**config.mk**
```make
export PLATFORM = sky130hd
export DESIGN_NAME = ascii_text_buffer_writer
export DESIGN_NICKNAME = d
export VERILOG_FILES = /design/src/rtl/ascii_text_pkg.sv /design/src/rtl/ascii_text_buffer_writer_text_cursor.sv /design/src/rtl/ascii_text_buffer_writer.sv
export SDC_FILE = /design/constraint.sdc
export NUM_CORES = 1
export LEC_CHECK = 0
export CAP_MARGIN = 40
export CORE_ASPECT_RATIO = 1.25
export CORE_MARGIN = 10
export CORE_UTILIZATION = 30
export CTS_BUF_LIST = sky130_fd_sc_hd__clkbuf_8
export CTS_CLUSTER_SIZE = 14
export DETAILED_ROUTE_END_ITERATION = 12
export MAX_ROUTING_LAYER = met4
export SYNTH_ARGS = -nofsm -noshare
export SYNTH_HDL_FRONTEND = slang
export SYNTH_HIERARCHICAL = 1
export SYNTH_SLANG_ARGS = --single-unit
export TNS_END_PERCENT = 10
```
**constraint.sdc**
```tcl
create_clock -name clk -period 3.53 [get_ports clk]
set_input_delay 0.706 -clock clk [delete_from_list [all_inputs] [get_ports clk]]
set_output_delay 0.706 -clock clk [all_outputs]
set_load 0.005 [all_outputs]
```
**src/rtl/ascii_text_pkg.sv**
```systemverilog
// Shared state encoding, control-code constants and default screen geometry
// for the ASCII text buffer writer.
package ascii_text_pkg;

    typedef enum logic [1:0] {
        CLR_ALL = 2'd0,
        IDLE    = 2'd1,
        CLR_ROW = 2'd2
    } state_e;

    localparam logic [7:0] ASCII_BS       = 8'h08;
    localparam logic [7:0] ASCII_LF       = 8'h0A;
    localparam logic [7:0] ASCII_FF       = 8'h0C;
    localparam logic [7:0] ASCII_CR       = 8'h0D;
    localparam logic [7:0] ASCII_PRINT_LO = 8'h20;
    localparam logic [7:0] ASCII_PRINT_HI = 8'h7E;

    localparam int DEF_COLS = 80;
    localparam int DEF_ROWS = 30;

endpackage

```
**src/rtl/ascii_text_buffer_writer_text_cursor.sv**
```systemverilog
// Terminal cursor: column/row registers with advance, newline, carriage return,
// backspace and home operations; flags when an operation wraps past the last row.
module text_cursor
    import ascii_text_pkg::*;
#(
    parameter int COLS = DEF_COLS,
    parameter int ROWS = DEF_ROWS
) (
    input  logic       clk,
    input  logic       reset,
    input  logic       adv_i,
    input  logic       lf_i,
    input  logic       cr_i,
    input  logic       bs_i,
    input  logic       home_i,
    output logic [6:0] col_o,
    output logic [4:0] row_o,
    output logic       wrap_row_o
);

    logic [6:0] col_q, col_d;
    logic [4:0] row_q, row_d;
    logic       last_col;
    logic       last_row;

    assign last_col   = (col_q == 7'(COLS - 1));
    assign last_row   = (row_q == 5'(ROWS - 1));
    assign wrap_row_o = last_row && (lf_i || (adv_i && last_col));
    assign col_o      = col_q;
    assign row_o      = row_q;

    always_comb begin
        col_d = col_q;
        row_d = row_q;
        if (home_i) begin
            col_d = '0;
            row_d = '0;
        end else if (adv_i && !last_col) begin
            col_d = col_q + 7'd1;
        end else if (adv_i || lf_i) begin
            // Column wrap and LF share the newline path; no scrolling, row 0 follows the last row.
            col_d = '0;
            row_d = last_row ? '0 : row_q + 5'd1;
        end else if (cr_i) begin
            col_d = '0;
        end else if (bs_i && (col_q != 7'd0)) begin
            col_d = col_q - 7'd1;
        end
    end

    always_ff @(posedge clk or posedge reset) begin
        if (reset) begin
            col_q <= '0;
            row_q <= '0;
        end else begin
            col_q <= col_d;
            row_q <= row_d;
        end
    end

endmodule

```
**src/rtl/ascii_text_buffer_writer.sv**
```systemverilog
// Consumes an ASCII valid/ready stream, interprets it as terminal text and
// drives the write port of the COLS x ROWS character frame buffer.
module ascii_text_buffer_writer
    import ascii_text_pkg::*;
#(
    parameter int         COLS      = DEF_COLS,
    parameter int         ROWS      = DEF_ROWS,
    parameter int         ADDR_W    = 12,
    parameter logic [7:0] FILL_CHAR = 8'h20
) (
    input  logic              clk,
    input  logic              reset,
    input  logic [7:0]        ascii_in,
    input  logic              ascii_valid,
    output logic              ascii_ready,
    output logic              wr_en,
    output logic [ADDR_W-1:0] wr_addr,
    output logic [7:0]        wr_data,
    output logic [6:0]        cursor_col,
    output logic [4:0]        cursor_row,
    output logic [11:0]       char_count,
    output logic              busy
);

    localparam logic [ADDR_W-1:0] LAST_CELL = ADDR_W'(COLS * ROWS - 1);
    localparam logic [ADDR_W-1:0] LAST_COL  = ADDR_W'(COLS - 1);
    localparam logic [ADDR_W-1:0] COLS_A    = ADDR_W'(COLS);

    state_e            state_q, state_d;
    logic [ADDR_W-1:0] ptr_q, ptr_d;
    logic              wr_en_q, wr_en_d;
    logic [ADDR_W-1:0] wr_addr_q, wr_addr_d;
    logic [7:0]        wr_data_q, wr_data_d;
    logic              ready_q, ready_d;
    logic              busy_q, busy_d;
    logic [11:0]       cnt_q, cnt_d;

    logic              accept, is_print, is_lf, is_cr, is_bs, is_ff;
    logic              clr_done, wrap_row;
    logic [ADDR_W-1:0] row_base, cur_addr;

    // ready_q is only ever high in IDLE, so it alone qualifies the handshake.
    assign accept   = ascii_valid && ready_q;
    assign is_print = accept && (ascii_in >= ASCII_PRINT_LO) && (ascii_in <= ASCII_PRINT_HI);
    assign is_lf    = accept && (ascii_in == ASCII_LF);
    assign is_cr    = accept && (ascii_in == ASCII_CR);
    assign is_bs    = accept && (ascii_in == ASCII_BS) && (cursor_col != 7'd0);
    assign is_ff    = accept && (ascii_in == ASCII_FF);
    assign clr_done = (state_q == CLR_ALL) && (ptr_q == LAST_CELL);
    assign row_base = ADDR_W'(cursor_row) * COLS_A;
    assign cur_addr = row_base + ADDR_W'(cursor_col);

    text_cursor #(
        .COLS(COLS),
        .ROWS(ROWS)
    ) u_cursor (
        .clk       (clk),
        .reset     (reset),
        .adv_i     (is_print),
        .lf_i      (is_lf),
        .cr_i      (is_cr),
        .bs_i      (is_bs),
        .home_i    (clr_done),
        .col_o     (cursor_col),
        .row_o     (cursor_row),
        .wrap_row_o(wrap_row)
    );

    always_comb begin
        state_d   = state_q;
        ptr_d     = ptr_q;
        wr_en_d   = 1'b0;
        wr_addr_d = wr_addr_q;
        wr_data_d = wr_data_q;
        cnt_d     = cnt_q;
        case (state_q)
            CLR_ALL: begin
                wr_en_d   = 1'b1;
                wr_addr_d = ptr_q;
                wr_data_d = FILL_CHAR;
                ptr_d     = ptr_q + ADDR_W'(1);
                if (ptr_q == LAST_CELL) begin
                    state_d = IDLE;
                    ptr_d   = '0;
                    cnt_d   = '0;
                end
            end
            CLR_ROW: begin
                wr_en_d   = 1'b1;
                wr_addr_d = row_base + ptr_q;
                wr_data_d = FILL_CHAR;
                ptr_d     = ptr_q + ADDR_W'(1);
                if (ptr_q == LAST_COL) begin
                    state_d = IDLE;
                    ptr_d   = '0;
                end
            end
            IDLE: begin
                if (is_print) begin
                    wr_en_d   = 1'b1;
                    wr_addr_d = cur_addr;
                    wr_data_d = ascii_in;
                    if (cnt_q != 12'hFFF) cnt_d = cnt_q + 12'd1;
                    if (wrap_row) state_d = CLR_ROW;
                end else if (is_lf) begin
                    if (wrap_row) state_d = CLR_ROW;
                end else if (is_bs) begin
                    wr_en_d   = 1'b1;
                    wr_addr_d = cur_addr - ADDR_W'(1);
                    wr_data_d = FILL_CHAR;
                end else if (is_ff) begin
                    state_d = CLR_ALL;
                    ptr_d   = '0;
                end
            end
            default: begin
                state_d = CLR_ALL;
                ptr_d   = '0;
            end
        endcase
        // Hold ready low for the cycle that still shows the final clear write.
        ready_d = (state_q == IDLE) && (state_d == IDLE);
        busy_d  = (state_q != IDLE);
    end

    always_ff @(posedge clk or posedge reset) begin
        if (reset) begin
            state_q   <= CLR_ALL;
            ptr_q     <= '0;
            wr_en_q   <= 1'b0;
            wr_addr_q <= '0;
            wr_data_q <= FILL_CHAR;
            ready_q   <= 1'b0;
            busy_q    <= 1'b1;
            cnt_q     <= '0;
        end else begin
            state_q   <= state_d;
            ptr_q     <= ptr_d;
            wr_en_q   <= wr_en_d;
            wr_addr_q <= wr_addr_d;
            wr_data_q <= wr_data_d;
            ready_q   <= ready_d;
            busy_q    <= busy_d;
            cnt_q     <= cnt_d;
        end
    end

    assign ascii_ready = ready_q;
    assign wr_en       = wr_en_q;
    assign wr_addr     = wr_addr_q;
    assign wr_data     = wr_data_q;
    assign char_count  = cnt_q;
    assign busy        = busy_q;

endmodule

```
==> results of run 1 <==
[per-stage QoR]
step | total power, mW | instance area (sq um) | hold slack (ns)
after detailed placement | 2.57 | 5250 | 0.474
final | 3.15 | 5460 | 0.482
after global placement | 2.54 | 5250 | 0.469
after global routing | 3.41 | 5460 | 0.517
after floorplan | 1.99 | 4400 | 0.473
after CTS | 3.17 | 5440 | 0.491
[power groups by stage]
stage	Combinational, mW	Clock [mW]	Sequential, mW
finish	1.48	0.591	1.07
global route	1.66	0.642	1.11
CTS	1.49	0.604	1.08
detailed placement	1.48	0	1.09
global placement	1.46	0	1.09
floorplan	0.944	0	1.05
[how the worst max path moves through the flow]
stage	from	end	slack (ns)	depth (start not counted)
finish	u_cursor/row_o[3]$_DFFE_PP0P_	wr_addr[10]$_DFFE_PP0P_	0.27	9
CTS	u_cursor/row_o[3]$_DFFE_PP0P_	wr_addr[10]$_DFFE_PP0P_	0.03	10
floorplan	u_cursor/row_o[1]$_DFFE_PP0P_	wr_addr[10]$_DFFE_PP0P_	0.55	9
global placement	u_cursor/row_o[3]$_DFFE_PP0P_	wr_addr[10]$_DFFE_PP0P_	0.23	10
detailed placement	u_cursor/row_o[3]$_DFFE_PP0P_	wr_addr[10]$_DFFE_PP0P_	0.06	10
global route	u_cursor/row_o[3]$_DFFE_PP0P_	wr_addr[10]$_DFFE_PP0P_	0.05	9
[final cells by class]
cell class | count | area, sq um
timing repair buffer | 73 | 691
tap | 178 | 223
inverter | 22 | 82.6
fill | 1458 | 8940
clock buffer | 11 | 151
sequential | 61 | 1530
multi-input combinational | 388 | 2750
clock inverter | 5 | 35.0
[sequential cells by signal, summed over array words and instances, names as in the netlist]
name / count
char_count: 12
ptr_q: 12
wr_addr: 12
wr_data: 8
u_cursor/col_o: 7
u_cursor/row_o: 5
state_q: 2
ascii_ready: 1
busy: 1
wr_en: 1
[cells by family after synthesis]
family | count (synthesis)
xor+xnor | 35
compound gates | 139
fa+ha+maj | 31
buf+inv | 34
mux | 3
flops | 61
simple gates | 180
[tightest hold or removal path, delay by kind of cell, from the launching register on]
family | cells | cell delay [ns]
AND/OR/NAND/NOR | 1 | 0.04
AO/OA/AOI/OAI | 1 | 0.06
flip-flops | 1 | 0.35
[routing by layer]
metal  vias up  share of wire, %
li1       1919                 -
met1      1899                43
met2        76                52
met3        14               3.0
met4         0               1.7
met5         -                 0
[placed cells by master (no fill, tap or decap), drive strengths merged, types with 5 or more instances in the layout]
cell type / count
xor2: 14
xnor2: 20
nand3: 16
a21o: 8
dfrtp: 59
ha: 28
a21oi: 22
and3: 10
a22o: 11
buf: 16
nor2b: 5
clkdlybuf4s50: 57
o211ai: 5
clkbuf: 11
or2: 6
nand2b: 7
nor2: 42
o31ai: 13
nand2: 49
o21ai: 35
or3: 5
and2: 6
a221oi: 7
nor3: 13
inv: 23
==> impl_metrics.tcl, run 1 <==
set metrics [dict create \
    status "completed" \
    met3_usage_pct 2.52 \
    grt_pass1_vias 3880 \
    cp_common_cell "ha_1" \
    p_int_mw 1.84 \
    worst_pin_slew_ns 0.760 \
    synth_top_family_by_area "compound AO/OA/AOI/OAI gates" \
    tritoncts "yes" \
    critical_path_buf_inv_count 0 \
    cts_htree_levels 3 \
    dieArea_sq_um 19900 \
    coreArea_sq_um 14400 \
    totalWireLength_um 12200 \
    fin_tns_setup_ns 0 \
    grt-ovfl-total 0 \
    drive_gt1_share_pct 11.4 \
    whs_endpoint "wr_addr[3]$_DFFE_PP0P_" \
    finClkSkew_ns 0.0165 \
    synthFlopType "dfrtp_1" \
    ys_warn_count 6 \
    dr.first_iter.drc_count 173 \
    yosys.area_share.simple_pct 21.2 \
    critical_path.slowest_cell "dfrtp_2" \
    yosysSeqAreaShare_pct 34.8 \
    io_buffers 57 \
    async_flop_share_pct 100 \
    crit_arrival_ns 3.46 \
    syn-num-nets 525 \
    syn_area_sq_um 4400 \
    max_freq_mhz 306 \
    crit_type "reg -> reg" \
    clk_pin_slew_ns 0.07 \
    p_seq_share_pct 34.1 \
    hold_depth 2 \
    swShare_pct 41.6 \
    r2r_cells 9 \
    synth_xor_xnor_area_share_pct 7.29 \
    synth_mux_area_share_pct 0.683 \
    setup_ws_ns 0.267 \
    use_met2_pct 21.0 \
    place.gp.congestion 0.896 \
    avgSynthCellArea_sq_um 9.10 \
    powerDensity_nw_per_um2 577 \
    track_usage_pct 12.6 \
    root_buffer "clkbuf_8" \
    clk_latency_ns 0.35 \
    timing.rr.end "wr_addr[10]$_DFFE_PP0P_" \
    holdBufCountCts 0 \
    dpl.hpwl_um 9390 \
    dpl.cell_count 722 \
    nets 597 \
    rows 49 \
    critPathTopFamily "adder cells" \
    synthAdderAreaFrac_pct 9.34 \
    finalSetupViolCount 0 \
    reg2reg_from "u_cursor/row_o[3]$_DFFE_PP0P_" \
    stdcell_count 738 \
    synth-compound-area-share_pct 23.3 \
    ys_ff_latch 61 \
    p_clk_share_pct 18.8 \
    synth_edf_count 0 \
    place_ws_ns 0.0613 \
    vias_per_cell 5.30 \
    vias 3908 \
    yosysUniqueCellTypes 74 \
    grt_start_max_net_pins 29 \
    r2r_slack_ns 0.27 \
    busiest_layer "met2" \
    drt_first_pass_iters 4 \
    synth_common_cells "dfrtp_1 (59), nand2_1 (49), nor2_1 (42), o21ai_0 (31), ha_1 (28)" \
    ant_nets 0 \
    antenna_found_initial 0 \
    synthCells 483 \
    clk_path_buf_depth 2 \
    ioPinCount 58 \
    wl_per_cell_um 16.5 \
    synth_top_area_share_pct 33.6 \
    drc 0 \
    hold_violations 0 \
    postCtsResizedCells 0 \
    power_frac_comb_pct 47.1 \
    vdd_ir_drop_max_mv 0.289 \
    hold_class "reg -> reg" \
    finalMaxSlewViolations 0 \
    start_util_pct 30.5 \
    n_antenna_cell 0 \
    synthMostInstantiatedCell "dfrtp_1" \
    yosys.area.top_type "dfrtp_1" \
    relSlewSlack_pct 49.3 \
    power_switching_mw 1.31 \
    start_kind "flip-flop" \
    p_leak_nw 2.38 \
    fin_crit_sh_pct 92.4 \
    grt_pass1_wl_um 20000 \
    fin_util_pct 37.9 \
    maxCapViolations 0 \
    dieHeight_um 155 \
    area_growth_pct 24.3 \
    holdCritStartpoint "wr_addr[3]$_DFFE_PP0P_" \
    path_cells "ha_1, ha_1, fa_1, xor2_4, or3_1, a2111oi_2, xnor2_1, a221oi_2, o31ai_1" \
    period_minus_slack_ns 3.26 \
    met1_usage_pct 14.6 \
    synth_area_leaders "dfrtp_1 (34%), ha_1 (8.0%), nand2_1 (4.2%)" \
    rsz0062_at_grt "no" \
    cts_setup_buffers 0 \
    clock_sinks 61 \
    cpPeakStageDelay_ns 0.47 \
    endpoint_kind "flip-flop" \
    numCtsBuffers 9 \
    fp.dieW_um 128 \
    cp_data_required_time_ns 3.72 \
    path_max_fanout 9 \
]
No activity file was read; power rests on OpenSTA's default activity.
==> inputs of run 2 (changes only) <==
- PLACE_DENSITY_LB_ADDON: unset -> 0.08
- clock period: 3.53 -> 2.8 ns (I/O delays scaled with it)
==> impl_metrics.tcl, run 2 (synthesized netlist as in run 1, its figures left out) <==
set metrics [dict create \
    io_buffers 57 \
    n_antenna_cell 0 \
    fin_area_sq_um 6030 \
    hold_violations 0 \
    period_minus_slack_ns 2.74 \
    rsz0062_at_grt "yes" \
    nets 654 \
    dieArea_sq_um 19900 \
    crit_arrival_ns 2.98 \
    finalSetupViolCount 0 \
    clk_latency_ns 0.36 \
    endpoint_kind "flip-flop" \
    r2r_slack_ns 0.06 \
    holdBufCountCts 0 \
    vdd_ir_drop_max_mv 0.409 \
    dpl_cell_area_sq_um 5710 \
    coreArea_sq_um 14400 \
    rows 49 \
    cp_data_required_time_ns 3.04 \
    multi_input_area_sq_um 2840 \
    r2r_cells 11 \
    critical_path.slowest_cell "fa_2" \
    worst_pin_slew_ns 0.547 \
    path_cells "ha_4, ha_4, fa_2, buf_4, ha_1, o21ai_0, nand2b_1, a31oi_1, xnor2_1, a211oi_1, a21oi_1" \
    fp.dieW_um 128 \
    max_freq_mhz 365 \
    dr.first_iter.drc_count 255 \
    final_cell_mix "buf_4 (70), dfrtp_1 (57), clkdlybuf4s50_1 (57), nand2_1 (49), nor2_1 (42)" \
    relSlewSlack_pct 63.4 \
    start_util_pct 30.5 \
    area_growth_pct 37.3 \
    place.gp.congestion 0.865 \
    antenna_found_initial 0 \
    finClkSkew_ns 0.0172 \
    whs_endpoint "wr_addr[2]$_DFFE_PP0P_" \
    drive_gt1_share_pct 22.0 \
    crit_type "reg -> reg" \
    finalMaxSlewViolations 0 \
    holdCritStartpoint "wr_addr[2]$_DFFE_PP0P_" \
    critPathTopFamily "adder cells" \
    ant_nets 0 \
    reg2reg_from "u_cursor/row_o[1]$_DFFE_PP0P_" \
    maxCapViolations 0 \
    vias 4095 \
    cts_htree_levels 3 \
    regArea_sq_um 1530 \
    status "completed" \
    timing.rr.end "wr_addr[11]$_DFFE_PP0P_" \
    grt-ovfl-total 0 \
    wl_per_cell_um 16.6 \
    p_leak_nw 2.69 \
    cp_common_cell "ha_4" \
    path_max_fanout 6 \
    critical_path_buf_inv_count 1 \
    mostFrequentLayoutCell "buf_4" \
    fin_crit_sh_pct 97.9 \
    power_mw 4.35 \
    root_buffer "clkbuf_8" \
    dieHeight_um 155 \
    grt_start_max_net_pins 50 \
    hold_class "reg -> reg" \
    numCtsBuffers 9 \
    drc 0 \
    vias_per_cell 5.15 \
    cpPeakStageDelay_ns 0.47 \
    start_kind "flip-flop" \
    path_depth 11 \
    tritoncts "yes" \
    hold_depth 2 \
    dpl.hpwl_um 10200 \
    powerDensity_nw_per_um2 721 \
    track_usage_pct 13.9 \
    clk_path_buf_depth 2 \
    clk_pin_slew_ns 0.08 \
    grt_pass1_wl_um 22200 \
    drt_first_pass_iters 6 \
    totalWireLength_um 13200 \
    clock_sinks 61 \
    grt_pass1_vias 4321 \
    ioPinCount 58 \
    fillers 1444 \
]
## run 2: changes by cell type in the layout (fill, tap and decap cells not counted), moves of 2 or more
cell / change
inv_6: +3
ha_1: -4
ha_4: +4
clkbuf_8: -2
buf_4: +54
clkinvlp_4: -2
buf_12: +3
## run 2: layer usage
| layer | share of wire, % | routed length [um] | track usage [%] | up-vias |
|---|---|---|---|---|
| li1 | - | - | - | 2029 |
| met2 | 51 | 6660 | 23.3 | 66 |
| met4 | 1.2 | 162 | 3.76 | 0 |
| met5 | 0 | 0 | - | - |
| met3 | 3.7 | 488 | 2.86 | 12 |
| met1 | 44 | 5860 | 16.6 | 1988 |
## run 2: how the worst max path moves through the flow
stage,startpoint,to,slack [ns]
after floorplan,u_cursor/row_o[1]$_DFFE_PP0P_,wr_addr[10]$_DFFE_PP0P_,0.01
after global placement,ascii_in[3],u_cursor/col_o[2]$_DFFE_PP0P_,-0.26
after detailed placement,ascii_in[6],u_cursor/col_o[2]$_DFFE_PP0P_,-0.32
after CTS,u_cursor/row_o[3]$_DFFE_PP0P_,wr_addr[10]$_DFFE_PP0P_,-0.02
after global routing,u_cursor/row_o[3]$_DFFE_PP0P_,wr_addr[11]$_DFFE_PP0P_,-0.1
final,u_cursor/row_o[1]$_DFFE_PP0P_,wr_addr[11]$_DFFE_PP0P_,0.06
## run 2: final cells by class
type                    count  area share [%]
multi-input cells         388            47.1
flip-flops and latches     61            25.4
repair buffers            130            19.2
well taps                 178            3.69
clock buffers               9            2.05
inverters                  22            1.37
clock inverters             7            1.29
## run 2: worst reg2reg max path: stages, from the launching register on
cell	delay, ns
dfrtp_2	0.42
ha_4	0.28
ha_4	0.13
fa_2	0.47
buf_4	0.16
ha_1	0.32
o21ai_0	0.16
nand2b_1	0.08
a31oi_1	0.20
xnor2_1	0.09
a211oi_1	0.23
a21oi_1	0.10
## run 2: repair_timing
| item | in CTS | in global routing |
|---|---|---|
| setup buffers | 3 | 1 |
| gates resized for setup | 6 | 8 |
| setup endpoints to repair | 2 | 6 |
| pin swaps | 10 | 5 |
## run 2: metrics by stage
stage	util [%]	setup TNS [ns]	std cells	setup slack (ns)	hold slack, ns
finish	41.9	0	795	0.0586	0.479
global route	41.9	-0.156	795	-0.0973	0.511
CTS	41.6	-0.0219	794	-0.0219	0.487
detailed placement	39.6	-1.48	775	-0.315	0.468
global placement	39.6	-1.03	775	-0.262	0.465
floorplan	-	0	483	0.0101	0.425
## run 2: power breakdown
| part | internal (mW) | switching (mW) | leakage, nW | total (mW) |
|---|---|---|---|---|
| clock | 0.422 | 0.430 | 0.101 | 0.852 |
| sequential | 1.08 | 0.169 | 0.804 | 1.25 |
| combinational | 1.08 | 1.17 | 1.79 | 2.25 |
